## src/rtl/counter_cmd_seq.sv

```systemverilog
// Command sequencer for the up/down counter: queues LOAD/UP/DOWN commands in
// a small FIFO and plays them out as registered load/updown/data phases.
module counter_cmd_seq #(
  parameter int WIDTH = 8,
  parameter int LEN_W = 8,
  parameter int DEPTH = 4
) (
  input  logic                     clk,
  input  logic                     rst,
  input  logic                     cmd_valid,
  output logic                     cmd_ready,
  input  logic [1:0]               cmd_op,
  input  logic [WIDTH-1:0]         cmd_data,
  input  logic [LEN_W-1:0]         cmd_len,
  output logic                     load,
  output logic                     updown,
  output logic [WIDTH-1:0]         data,
  output logic                     busy,
  output logic                     cmd_done,
  output logic                     cmd_err,
  output logic [$clog2(DEPTH):0]   fifo_level
);

  localparam int PW = $clog2(DEPTH);
  localparam int CW = PW + 1;

  typedef enum logic [1:0] {
    OP_LOAD = 2'b00,
    OP_UP   = 2'b01,
    OP_DOWN = 2'b10,
    OP_RSV  = 2'b11
  } op_t;

  typedef enum logic [1:0] {
    S_IDLE,
    S_LOADING,
    S_RUN
  } state_t;

  // Command FIFO storage and pointers
  op_t              mem_op   [DEPTH];
  logic [WIDTH-1:0] mem_data [DEPTH];
  logic [LEN_W-1:0] mem_len  [DEPTH];
  logic [PW-1:0]    wr_ptr, rd_ptr;
  logic [CW-1:0]    count;
  logic             push, pop, empty, full;

  op_t              head_op;
  logic [WIDTH-1:0] head_data;
  logic [LEN_W-1:0] head_len, head_len1;

  // Sequencer state and registered outputs
  state_t           state_q, state_d;
  logic [LEN_W-1:0] rem_q, rem_d;
  logic             load_q, load_d;
  logic             updown_q, updown_d;
  logic [WIDTH-1:0] data_q, data_d;
  logic             busy_q, busy_d;
  logic             done_q, done_d;
  logic             err_q, err_d;
  logic             decode;

  assign empty      = (count == '0);
  assign full       = (count == CW'(DEPTH));
  assign cmd_ready  = !full;
  assign push       = cmd_valid && !full;
  assign fifo_level = count;

  assign head_op    = mem_op[rd_ptr];
  assign head_data  = mem_data[rd_ptr];
  assign head_len   = mem_len[rd_ptr];
  assign head_len1  = (head_len == '0) ? LEN_W'(1) : head_len;

  assign load     = load_q;
  assign updown   = updown_q;
  assign data     = data_q;
  assign busy     = busy_q;
  assign cmd_done = done_q;
  assign cmd_err  = err_q;

  // FIFO payload write; storage needs no reset since occupancy gates reads
  always_ff @(posedge clk) begin
    if (push) begin
      mem_op[wr_ptr]   <= op_t'(cmd_op);
      mem_data[wr_ptr] <= cmd_data;
      mem_len[wr_ptr]  <= cmd_len;
    end
  end

  // FIFO pointers and occupancy, push and pop of the same edge combined
  always_ff @(posedge clk or posedge rst) begin
    if (rst) begin
      wr_ptr <= '0;
      rd_ptr <= '0;
      count  <= '0;
    end else begin
      if (push) wr_ptr <= wr_ptr + PW'(1);
      if (pop)  rd_ptr <= rd_ptr + PW'(1);
      case ({push, pop})
        2'b10:   count <= count + CW'(1);
        2'b01:   count <= count - CW'(1);
        default: count <= count;
      endcase
    end
  end

  // Sequencer state and output registers
  always_ff @(posedge clk or posedge rst) begin
    if (rst) begin
      state_q  <= S_IDLE;
      rem_q    <= '0;
      load_q   <= 1'b0;
      updown_q <= 1'b1;
      data_q   <= '0;
      busy_q   <= 1'b0;
      done_q   <= 1'b0;
      err_q    <= 1'b0;
    end else begin
      state_q  <= state_d;
      rem_q    <= rem_d;
      load_q   <= load_d;
      updown_q <= updown_d;
      data_q   <= data_d;
      busy_q   <= busy_d;
      done_q   <= done_d;
      err_q    <= err_d;
    end
  end

  // Next-state and next-output logic; every slot that may pop funnels into a
  // shared decode so LOAD/RUN end cycles chain into the next command directly
  always_comb begin
    state_d  = state_q;
    rem_d    = rem_q;
    load_d   = 1'b0;
    updown_d = updown_q;
    data_d   = data_q;
    busy_d   = busy_q;
    done_d   = 1'b0;
    err_d    = 1'b0;
    decode   = 1'b0;

    case (state_q)
      S_IDLE: begin
        busy_d = 1'b0;
        if (!empty) decode = 1'b1;
      end
      S_LOADING: begin
        if (!empty) begin
          decode = 1'b1;
        end else begin
          state_d = S_IDLE;
          busy_d  = 1'b0;
        end
      end
      S_RUN: begin
        if (rem_q == LEN_W'(1)) begin
          if (!empty) begin
            decode = 1'b1;
          end else begin
            state_d = S_IDLE;
            busy_d  = 1'b0;
          end
        end else begin
          rem_d  = rem_q - LEN_W'(1);
          // cmd_done is registered, so flag it one cycle before rem reaches 1
          done_d = (rem_q == LEN_W'(2));
        end
      end
      default: begin
        state_d = S_IDLE;
        busy_d  = 1'b0;
      end
    endcase

    if (decode) begin
      case (head_op)
        OP_LOAD: begin
          load_d  = 1'b1;
          data_d  = head_data;
          busy_d  = 1'b1;
          done_d  = 1'b1;
          state_d = S_LOADING;
        end
        OP_UP, OP_DOWN: begin
          updown_d = (head_op == OP_UP);
          busy_d   = 1'b1;
          rem_d    = head_len1;
          done_d   = (head_len1 == LEN_W'(1));
          state_d  = S_RUN;
        end
        default: begin
          err_d   = 1'b1;
          busy_d  = 1'b0;
          state_d = S_IDLE;
        end
      endcase
    end
  end

  assign pop = decode;

endmodule

```

## config.mk

```make
export PLATFORM = sky130hd
export DESIGN_NAME = counter_cmd_seq
export DESIGN_NICKNAME = d
export VERILOG_FILES = /design/src/rtl/counter_cmd_seq.sv
export SDC_FILE = /design/constraint.sdc
export NUM_CORES = 1
export LEC_CHECK = 0
export CORE_MARGIN = 2
export CORE_UTILIZATION = 52
export DETAILED_ROUTE_END_ITERATION = 7
export PLACE_DENSITY = 0.82
export SYNTH_ARGS = -nofsm -noshare
export SYNTH_HDL_FRONTEND = slang
export SYNTH_SLANG_ARGS = --single-unit
```

## constraint.sdc

```tcl
create_clock -name clk -period 2.4 [get_ports clk]
set_input_delay 0.36 -clock clk [delete_from_list [all_inputs] [get_ports clk]]
set_output_delay 0.36 -clock clk [all_outputs]
set_load 0.005 [all_outputs]
```

Yosys cells after proc, flatten, opt, wreduce, memory -nomap -nowiden
Memory sizes are Yosys's and may differ from the RTL's. A register that Yosys moved wholly into a read port is not among the register bits.
Cells that the tools add are included.

cells by class
  add/sub/neg operators = 5
  equality and inequality tests = 12
  mux-type cells = 29
  reductions and logical operators = 13

operator list
  kind                   number
  $mux W8                5
  $eq A8 B1 Y1 const B   2
  $mux W1                15
  $eq A8 B2 Y1 const B   1
  $logic_not A8 Y1       1
  $sub A8 B1 Y8 const B  1
  $eq A2 B1 Y1 const B   3
  $eq A2 B2 Y1 const B   3
  $mux W2                3
  $pmux W1 S2            3
  $pmux W2 S3            1
  $pmux W3 S2            1
  $reduce_and A2 Y1      3
  $add A2 B1 Y2 const B  2
  $logic_not A2 Y1       2
  $pmux W2 S2            1
  $reduce_or A2 Y1       2
  $add A3 B1 Y3 const B  1
  $eq A3 B3 Y1 const B   1
  $logic_not A3 Y1       1
  $ne A3 B3 Y1 const B   1
  $reduce_or A3 Y1       1
  $sub A3 B1 Y3 const B  1
  $ne A2 B2 Y1 const B   1
  other kinds (3)        3

storage, ports and cells
  register bits after elaboration = 22
  bits in writable memories = 72
  input bits = 21
  logic and storage cells = 72
  memories = 3

memories
  memory    depth  bits a word  read ports  clocked after Yosys merged registers in  wr ports  line  text
  mem_data  4      8            1           1                                        1         42    logic [WIDTH-1:0] mem_data [DEPTH];
  mem_len   4      8            1           0                                        1         43    logic [LEN_W-1:0] mem_len [DEPTH];
  mem_op    4      2            1           0                                        1         41    op_t mem_op [DEPTH];

Depth between registers and ports, before layout
Gate-level depths: netlist of run 1.

  depth after elaboration = 6
  mapped depth = 13
  gate-level depth less buffers = 12

Worst setup path after synthesis of run 1
OpenSTA, ideal clock, no wires.

  kind = flip-flop to flip-flop
  from = register rd_ptr[0]
  to = register updown_q, in the netlist updown
  library setup time = 82 ps
  arrival = 2,380 ps
  required time = 2,318 ps
  path slack = -63 ps
  stages on the path, launching flop included = 10
  buffers on the path = 4
  period minus slack after synthesis = 2,463 ps
  cell sequence = dfrtp_1 buf_6 buf_2 mux4_2 inv_1 ha_1 buf_4 and3_1 buf_6 mux2_4

between the ends
  longest elaborated chain between the ends = 4

RTL lines
  element                                              line      text
  start: declaration                                   44        logic [PW-1:0] wr_ptr, rd_ptr;
  start signal: assignment                             98        if (pop) rd_ptr <= rd_ptr + PW'(1);
  $mem_v2 Z4 W2 (*)                                    n/a
  $eq A2 B1 Y1 / $eq A2 B2 Y1 (equally long branches)  177, 186
  $reduce_or A2 Y1                                     177       case (head_op)
  $reduce_and A2 Y1 (no line)                          n/a
  end signal: assignment                               122       updown_q <= updown_d;
  end: declaration                                     56        logic updown_q, updown_d;

Mark *: on every way between the ends. The rest lies on a longest branch, timed or not.
A chain may end at the register's enable or synchronous reset.

Worst setup path in the final report of run 1
  from = register rem_q[6]
  to = register count[2], in the netlist fifo_level[2]

between the ends
  longest elaborated chain between the ends = 5

RTL lines
  element                                                   line  text
  start: declaration                                        54    logic [LEN_W-1:0] rem_q, rem_d;
  start signal: assignment                                  120   rem_q <= rem_d;
  $eq A8 B1 Y1 (*)                                          157   if (rem_q == LEN_W'(1)) begin
  $mux W1 (*)                                               157
  $pmux W1 S2 (*)                                           143   case (state_q)
  via decode                                                61    logic decode;
  $eq A2 B1 Y1 / $eq A2 B2 Y1 (equally long branches)       99    case ({push, pop})
  $pmux W3 S2 / $reduce_bool A2 Y1 (equally long branches)  n/a
  end signal: assignment                                    100   2'b10: count <= count + CW'(1);
  end signal: assignment                                    101   2'b01: count <= count - CW'(1);
  end signal: assignment                                    102   default: count <= count;
  end: declaration                                          45    logic [CW-1:0] count;

The timed path passes the listed nets; every way through them passes the cells marked *.

==> results of run 1 <==
==> worst min-delay path: cells and delay by family <==
kind     cells  cell delay [ns]
buf+inv      3             0.82
==> cells in the final DEF, fill, tap and decap left out, drive strengths merged, types with 2 or more instances in the layout <==
cell type,n
xor2,4
nor2,8
clkbuf,11
nand3,5
ha,15
nand4,6
nor3,4
o21ai,7
o31ai,6
xnor2,9
dfrtp,29
clkdlybuf4s50,37
nor4,2
a31oi,2
mux2,11
mux2i,3
and3,6
mux4,18
nand2,5
buf,16
clkinv,2
edfxtp,72
inv,17
==> path summary, 6_finish.rpt <==
check | start | endpoint | slack [ns]
min in group clk | data[1]$_DFFE_PP0P_ | data[1]$_DFFE_PP0P_ | 0.52
min | rst | fifo_level[0]$_DFFE_PP0P_ | 0.40
max reg2reg | rem_q[6]$_DFF_PP0_ | fifo_level[2]$_DFFE_PP0P_ | 0.07
min reg2reg | data[1]$_DFFE_PP0P_ | data[1]$_DFFE_PP0P_ | 0.52
max in group asynchronous | rst | updown$_DFFE_PP1P_ | 1.67
max | rem_q[6]$_DFF_PP0_ | fifo_level[2]$_DFFE_PP0P_ | 0.07
==> layout make-up <==
type                            instances  area (um^2)  share of cell area, %
Multi-Input combinational cell        124         1340                   26.1
Clock inverter                          5         63.8                   1.24
Clock buffer                           11          141                   2.75
Sequential cell                       102         2910                   56.7
Tap cell                              105          131                   2.55
Timing Repair Buffer                   53          490                   9.54
Inverter                               16         61.3                   1.19
==> per-layer routing <==
| layer | vias up | wire, um | global-route usage, % |
|---|---|---|---|
| li1 | 1064 | - | - |
| met4 | 0 | 49 | 5.36 |
| met2 | 74 | 3700 | 29.1 |
| met3 | 5 | 432 | 4.39 |
| met5 | - | 0 | 0 |
| met1 | 1174 | 3060 | 23.2 |
==> kinds of logic (layout without fill, tap and decap cells) <==
| kind of cell | count (synthesis) | count (layout) | share of synthesized area, % |
|---|---|---|---|
| adder cells (fa/ha/maj) | 16 | 16 | 4.75 |
| XOR/XNOR | 13 | 13 | 2.60 |
| AO/OA/AOI/OAI | 18 | 18 | 2.86 |
| multiplexers | 32 | 32 | 13.1 |
| AND/OR/NAND/NOR | 45 | 45 | 6.87 |
| buffers and inverters | 24 | 85 | 3.17 |
| flip-flops | 102 | 102 | 66.6 |
==> cells in the mapped netlist, drive strengths merged <==
cell type  count  area share, %
edfxtp        72             49
dfrtp         29             17
mux4          18            9.4
ha            15            4.3
inv           15            1.3
mux2          11            3.0
xnor2          9            1.8
nor2           8           0.69
o21ai          7            1.1
and3           6           0.89
nand4          6           0.86
o31ai          6            1.0
buf            5            1.1
nand2          5           0.43
nand3          5           0.97
nor3           4           0.46
xor2           4           0.80
clkbuf         3           0.72
mux2i          3           0.69
a31oi          2           0.29
nor4           2           0.43
a21oi          1           0.11
and2           1           0.14
clkinv         1           0.11
dfstp          1           0.60
fa             1           0.46
nand3b         1           0.17
nand4bb        1           0.63
nor2b          1           0.14
nor3b          1           0.17
nor4b          1           0.34
o21a           1           0.17
o221ai         1           0.20
or2            1           0.14
or3            1           0.14
or4            1           0.26
==> state kept, by name (all words and copies together) (netlist names) <==
signal      count
data            8
rem_q           8
rd_ptr          2
fifo_level      3
updown          1
mem_len        32
cmd_done        1
mem_op          8
state_q         2
cmd_err         1
busy            1
mem_data       32
wr_ptr          2
load            1
==> per-stage QoR <==
stage	power, uW	hold slack, ns	TNS, ns	utilization (%)
global route	7050	0.437	-0.00623	62.9
floorplan	4700	0.450	0	-
finish	6610	0.395	0	62.9
global placement	5380	0.492	0	59.9
CTS	6570	0.399	0	62.4
detailed placement	5480	0.498	0	59.9
==> power breakdown <==
part           internal (uW)  leakage, uW  switching (uW)
logic                   1460     0.000768            1360
clock network            521     0.000101             563
registers               2430      0.00102             278
==> what timing repair did <==
item	in CTS	in global routing
gates resized for setup	0	4
setup endpoints to repair	0	1
buffers inserted	0	4
endpoints found under the hold margin	0	0
==> qor.yml, run 1 <==
status: "complete, no violations"
die_h_um: 95.7
ys_ff_latch: 102
antenna_left: 0
max-slew-margin-rel_pct: 72.1
crit_chain: "or4_4, o21ai_4, nand2_2, inv_2, ha_4, inv_2, fa_2, xor2_1, nor2_1, xor2_1"
area_growth_pct: 17.6
rsz0062_at_grt: "yes"
dp_hpwl_um: 4960
cts_hold_buf: 0
power_leakage_uw: 0.00189
via_per_inst: 5.57
synth_cell_types: 46
place_area_um2: 4900
drive_above_1_share_pct: 24.1
crit_required_ns: 2.67
max_freq_mhz: 429
critical_path_class: "flip-flop to flip-flop"
row_count: 33
track_usage_pct: 17.6
synth_warnings: 0
cap_viol_max_count: 0
grt_pass1_wl_um: 11800
syn_nets: 287
dieArea_um2: 9160
vias: 2317
seq_area_frac_synth_pct: 66.6
dpl.cell_count: 396
hold_class: "primary input to async pin"
crit_fanout: 4
fill_cells: 557
routed_wl_um: 7240
routedWlPerCell_um: 17.4
dr.pass1.iters: 4
worst_slack_ns: 0.0669
clock_skew_ns: 0.00535
io_pins: 38
numCtsBuffers: 9
portBuffers: 37
start_kind: "flip-flop"
layout_min_cycle_time_ns: 2.33
antenna_found_initial: 0
syn_avg_cell_area_um2: 17.5
finalInstanceArea_um2: 5140
die_w_um: 95.7
num_antenna_cells: 0
synth_cells: 250
nets: 343
finalSetupViolCount: 0
finalHoldViolCount: 0
ff2ff_path_depth: 10
cts.clk_slew.worst_paths_ns: 0.09
grt_pass1_vias: 2340
ir_drop_mv: 0.670
final.period_utilization_pct: 97.2
first_iter_violations: 117
start_util_pct: 53.5
grt_overflow: 0
worst-path-stages: 10
cp_top_family: "simple AND/OR/NAND/NOR gates"
stdcell_count: 416
core_area_um2: 8180
critical_path.endpoint_type: "flip-flop"
worst_slew_pin_slew_ns: 0.419
cp.arrival_ns: 2.61
clockRootBuffer: "clkbuf_8"
slowest_stage: "or4_4"
clk_latency_ns: 0.35
critPathBufInv: 2
p_per_area_nw_per_um2: 1280
globalplace.congestion: 0.801
htree_num_levels: 3
netlist_area_um2: 4370
clkSinkCount: 102
grt_start_max_net_pins: 31
pre_cts_slack_ns: 0.0385
clk_path_buf_depth: 2
maxSlewViolCount: 0
slowest_delay_ns: 0.57
cts_tree: "done"
drc: 0
(Power assumes the default switching activity.)
==> run 2, diff against run 1 <==
--- a/config.mk
+++ b/config.mk
@@ -5,7 +5,6 @@
 export SDC_FILE = /design/constraint.sdc
 export NUM_CORES = 1
 export LEC_CHECK = 0
-export CORE_MARGIN = 2
 export CORE_UTILIZATION = 52
 export DETAILED_ROUTE_END_ITERATION = 7
 export PLACE_DENSITY = 0.82
==> qor.yml, run 2 (same netlist as run 1, synthesis figures left out) <==
portBuffers: 37  # unchanged
cp_top_family: "simple AND/OR/NAND/NOR gates"  # unchanged
finalHoldViolCount: 0  # unchanged
numCtsBuffers: 9  # unchanged
via_per_inst: 5.55  # was 5.57
routedWlPerCell_um: 17.7  # was 17.4 um
routed_wl_um: 7350  # was 7240 um
finalSetupViolCount: 0  # unchanged
final.period_utilization_pct: 96.1  # was 97.2%
dr.pass1.iters: 4  # unchanged
whs_ns: 0.363  # was 0.395 ns
nets: 343  # unchanged
cts.clk_slew.worst_paths_ns: 0.10  # was 0.09 ns
power_leakage_uw: 0.00189  # about the same
grt_pass1_vias: 2310  # was 2340
crit_fanout: 4  # unchanged
cap_viol_max_count: 0  # unchanged
dpl.cell_count: 397  # was 396
cp.arrival_ns: 2.60  # was 2.61 ns
antenna_found_initial: 0  # unchanged
htree_num_levels: 3  # unchanged
globalplace.congestion: 0.758  # was 0.801
first_iter_violations: 117  # unchanged
hold_class: "primary input to async pin"  # unchanged
area_growth_pct: 17.4  # was 17.6%
track_usage_pct: 18.4  # was 17.6%
slowest_stage: "or4_4"  # unchanged
final_common_cell: "edfxtp_1"  # unchanged
maxSlewViolCount: 0  # unchanged
max-slew-margin-rel_pct: 65.6  # was 72.1%
dp_hpwl_um: 5060  # was 4960 um
critPathBufInv: 2  # unchanged
rsz0062_at_grt: "yes"  # unchanged
die_h_um: 93.7  # was 95.7 um
start_kind: "flip-flop"  # unchanged
drive_above_1_share_pct: 24.4  # was 24.1%
clkSinkCount: 102  # unchanged
die_w_um: 93.7  # was 95.7 um
max_freq_mhz: 433  # was 429 MHz
clockRootBuffer: "clkbuf_8"  # unchanged
start_util_pct: 53.5  # unchanged
critical_path.endpoint_type: "flip-flop"  # unchanged
grt_overflow: 0  # unchanged
grt_start_max_net_pins: 31  # unchanged
mostFrequentLayoutCells: "edfxtp_1 (72), clkdlybuf4s50_1 (37), dfrtp_1 (29)"  # unchanged
p_per_area_nw_per_um2: 1280  # about the same
top_regs: "mem_data: 32 flops, mem_len: 32 flops"  # unchanged
io_pins: 38  # unchanged
vias: 2310  # was 2317
slowest_delay_ns: 0.58  # was 0.57 ns
core_area_um2: 8180  # unchanged
cts_tree: "done"  # unchanged
layout_min_cycle_time_ns: 2.31  # was 2.33 ns
row_count: 33  # unchanged
dieArea_um2: 8780  # was 9160 um^2
worst_slew_pin_slew_ns: 0.511  # was 0.419 ns
clk_latency_ns: 0.37  # was 0.35 ns
crit_required_ns: 2.70  # was 2.67 ns
ir_drop_mv: 0.673  # was 0.670 mV
clock_skew_ns: 0.0135  # was 0.00535 ns
crit_chain: "or4_4, o21ai_4, nand2_2, inv_2, ha_4, inv_2, fa_2, xor2_1, nor2_1, xor2_1"  # unchanged
num_antenna_cells: 0  # unchanged
critical_path_class: "flip-flop to flip-flop"  # unchanged
antenna_left: 0  # unchanged
clk_path_buf_depth: 2  # unchanged
drc: 0  # unchanged
grt_pass1_wl_um: 11700  # was 11800 um
stdcell_count: 416  # unchanged
status: "complete, no violations"  # unchanged
p_total_uw: 6580  # was 6610 uW
-- run 2: changes by cell type in the layout (fill, tap and decap cells not counted) --
| cell | delta |
|---|---|
| inv_8 | +1 |
| clkinv_2 | +1 |
| clkbuf_1 | -1 |
| clkbuf_8 | -1 |
| clkinv_8 | +2 |
| clkinvlp_4 | -1 |
| bufinv_16 | -1 |
-- run 2: worst paths after layout --
kind	end	start	slack [ns]	cells after the start
worst max-delay path	fifo_level[2]$_DFFE_PP0P_	rem_q[6]$_DFF_PP0_	0.09	10
max in group asynchronous	updown$_DFFE_PP1P_	rst	1.71	3
min in group clk	data[2]$_DFFE_PP0P_	data[2]$_DFFE_PP0P_	0.52	1
worst min-delay path	fifo_level[1]$_DFFE_PP0P_	rst	0.36	3
worst max register to register	fifo_level[2]$_DFFE_PP0P_	rem_q[6]$_DFF_PP0_	0.09	10
worst min register to register	data[2]$_DFFE_PP0P_	data[2]$_DFFE_PP0P_	0.52	1
-- run 2: cell type report --
class,count,area [um^2]
Fill cell,568,3040
Sequential cell,102,2910
Multi-Input combinational cell,124,1340
Timing Repair Buffer,53,490
Tap cell,105,131
Clock buffer,9,124
Clock inverter,7,75.1
Inverter,16,61.3
-- run 2: repair_timing --
action | CTS | global route
resized for setup | 0 | 4
buffers inserted | 0 | 3
hold buffers | 0 | 0
endpoints found under the setup margin | 0 | 1
endpoints found under the hold margin | 0 | 0
-- run 2: power by group --
part	total (uW)	internal [uW]	leakage (uW)	switching, uW
Combinational	2820	1460	0.000768	1370
Sequential	2710	2430	0.00102	280
Clock	1050	409	0.000102	641
Total	6580	4300	0.00189	2290
-- run 2: worst reg2reg max path, delay by kind of cell, from the launching register on --
kind	cells	cell delay, ns
adders and majority gates	2	0.45
DFF	1	0.42
xor gates and xnor gates	2	0.30
and+or+nand+nor	3	0.78
AOI/OAI and AO/OA	1	0.18
buffers and inverters	2	0.10
-- run 2: per-stage QoR --
stage / TNS, ns / worst slack, ns / util [%] / instance area, um^2
6_report: 0 / 0.0930 / 62.8 / 5140
5_1_grt: -0.00213 / -0.00213 / 62.8 / 5140
4_1_cts: 0 / 0.0236 / 62.4 / 5100
3_5_place_dp: 0 / 0.0424 / 60.0 / 4900
3_3_place_gp: 0 / 0.107 / 60.0 / 4900
2_1_floorplan: 0 / 0.0188 / - / 4380
-- run 2: layer usage --
layer	up-vias	share of wire, %	track usage, %
li1	1069	-	-
met1	1171	43	23.3
met2	51	51	30.5
met3	19	3.0	3.16
met4	0	2.7	9.36
met5	-	0	0
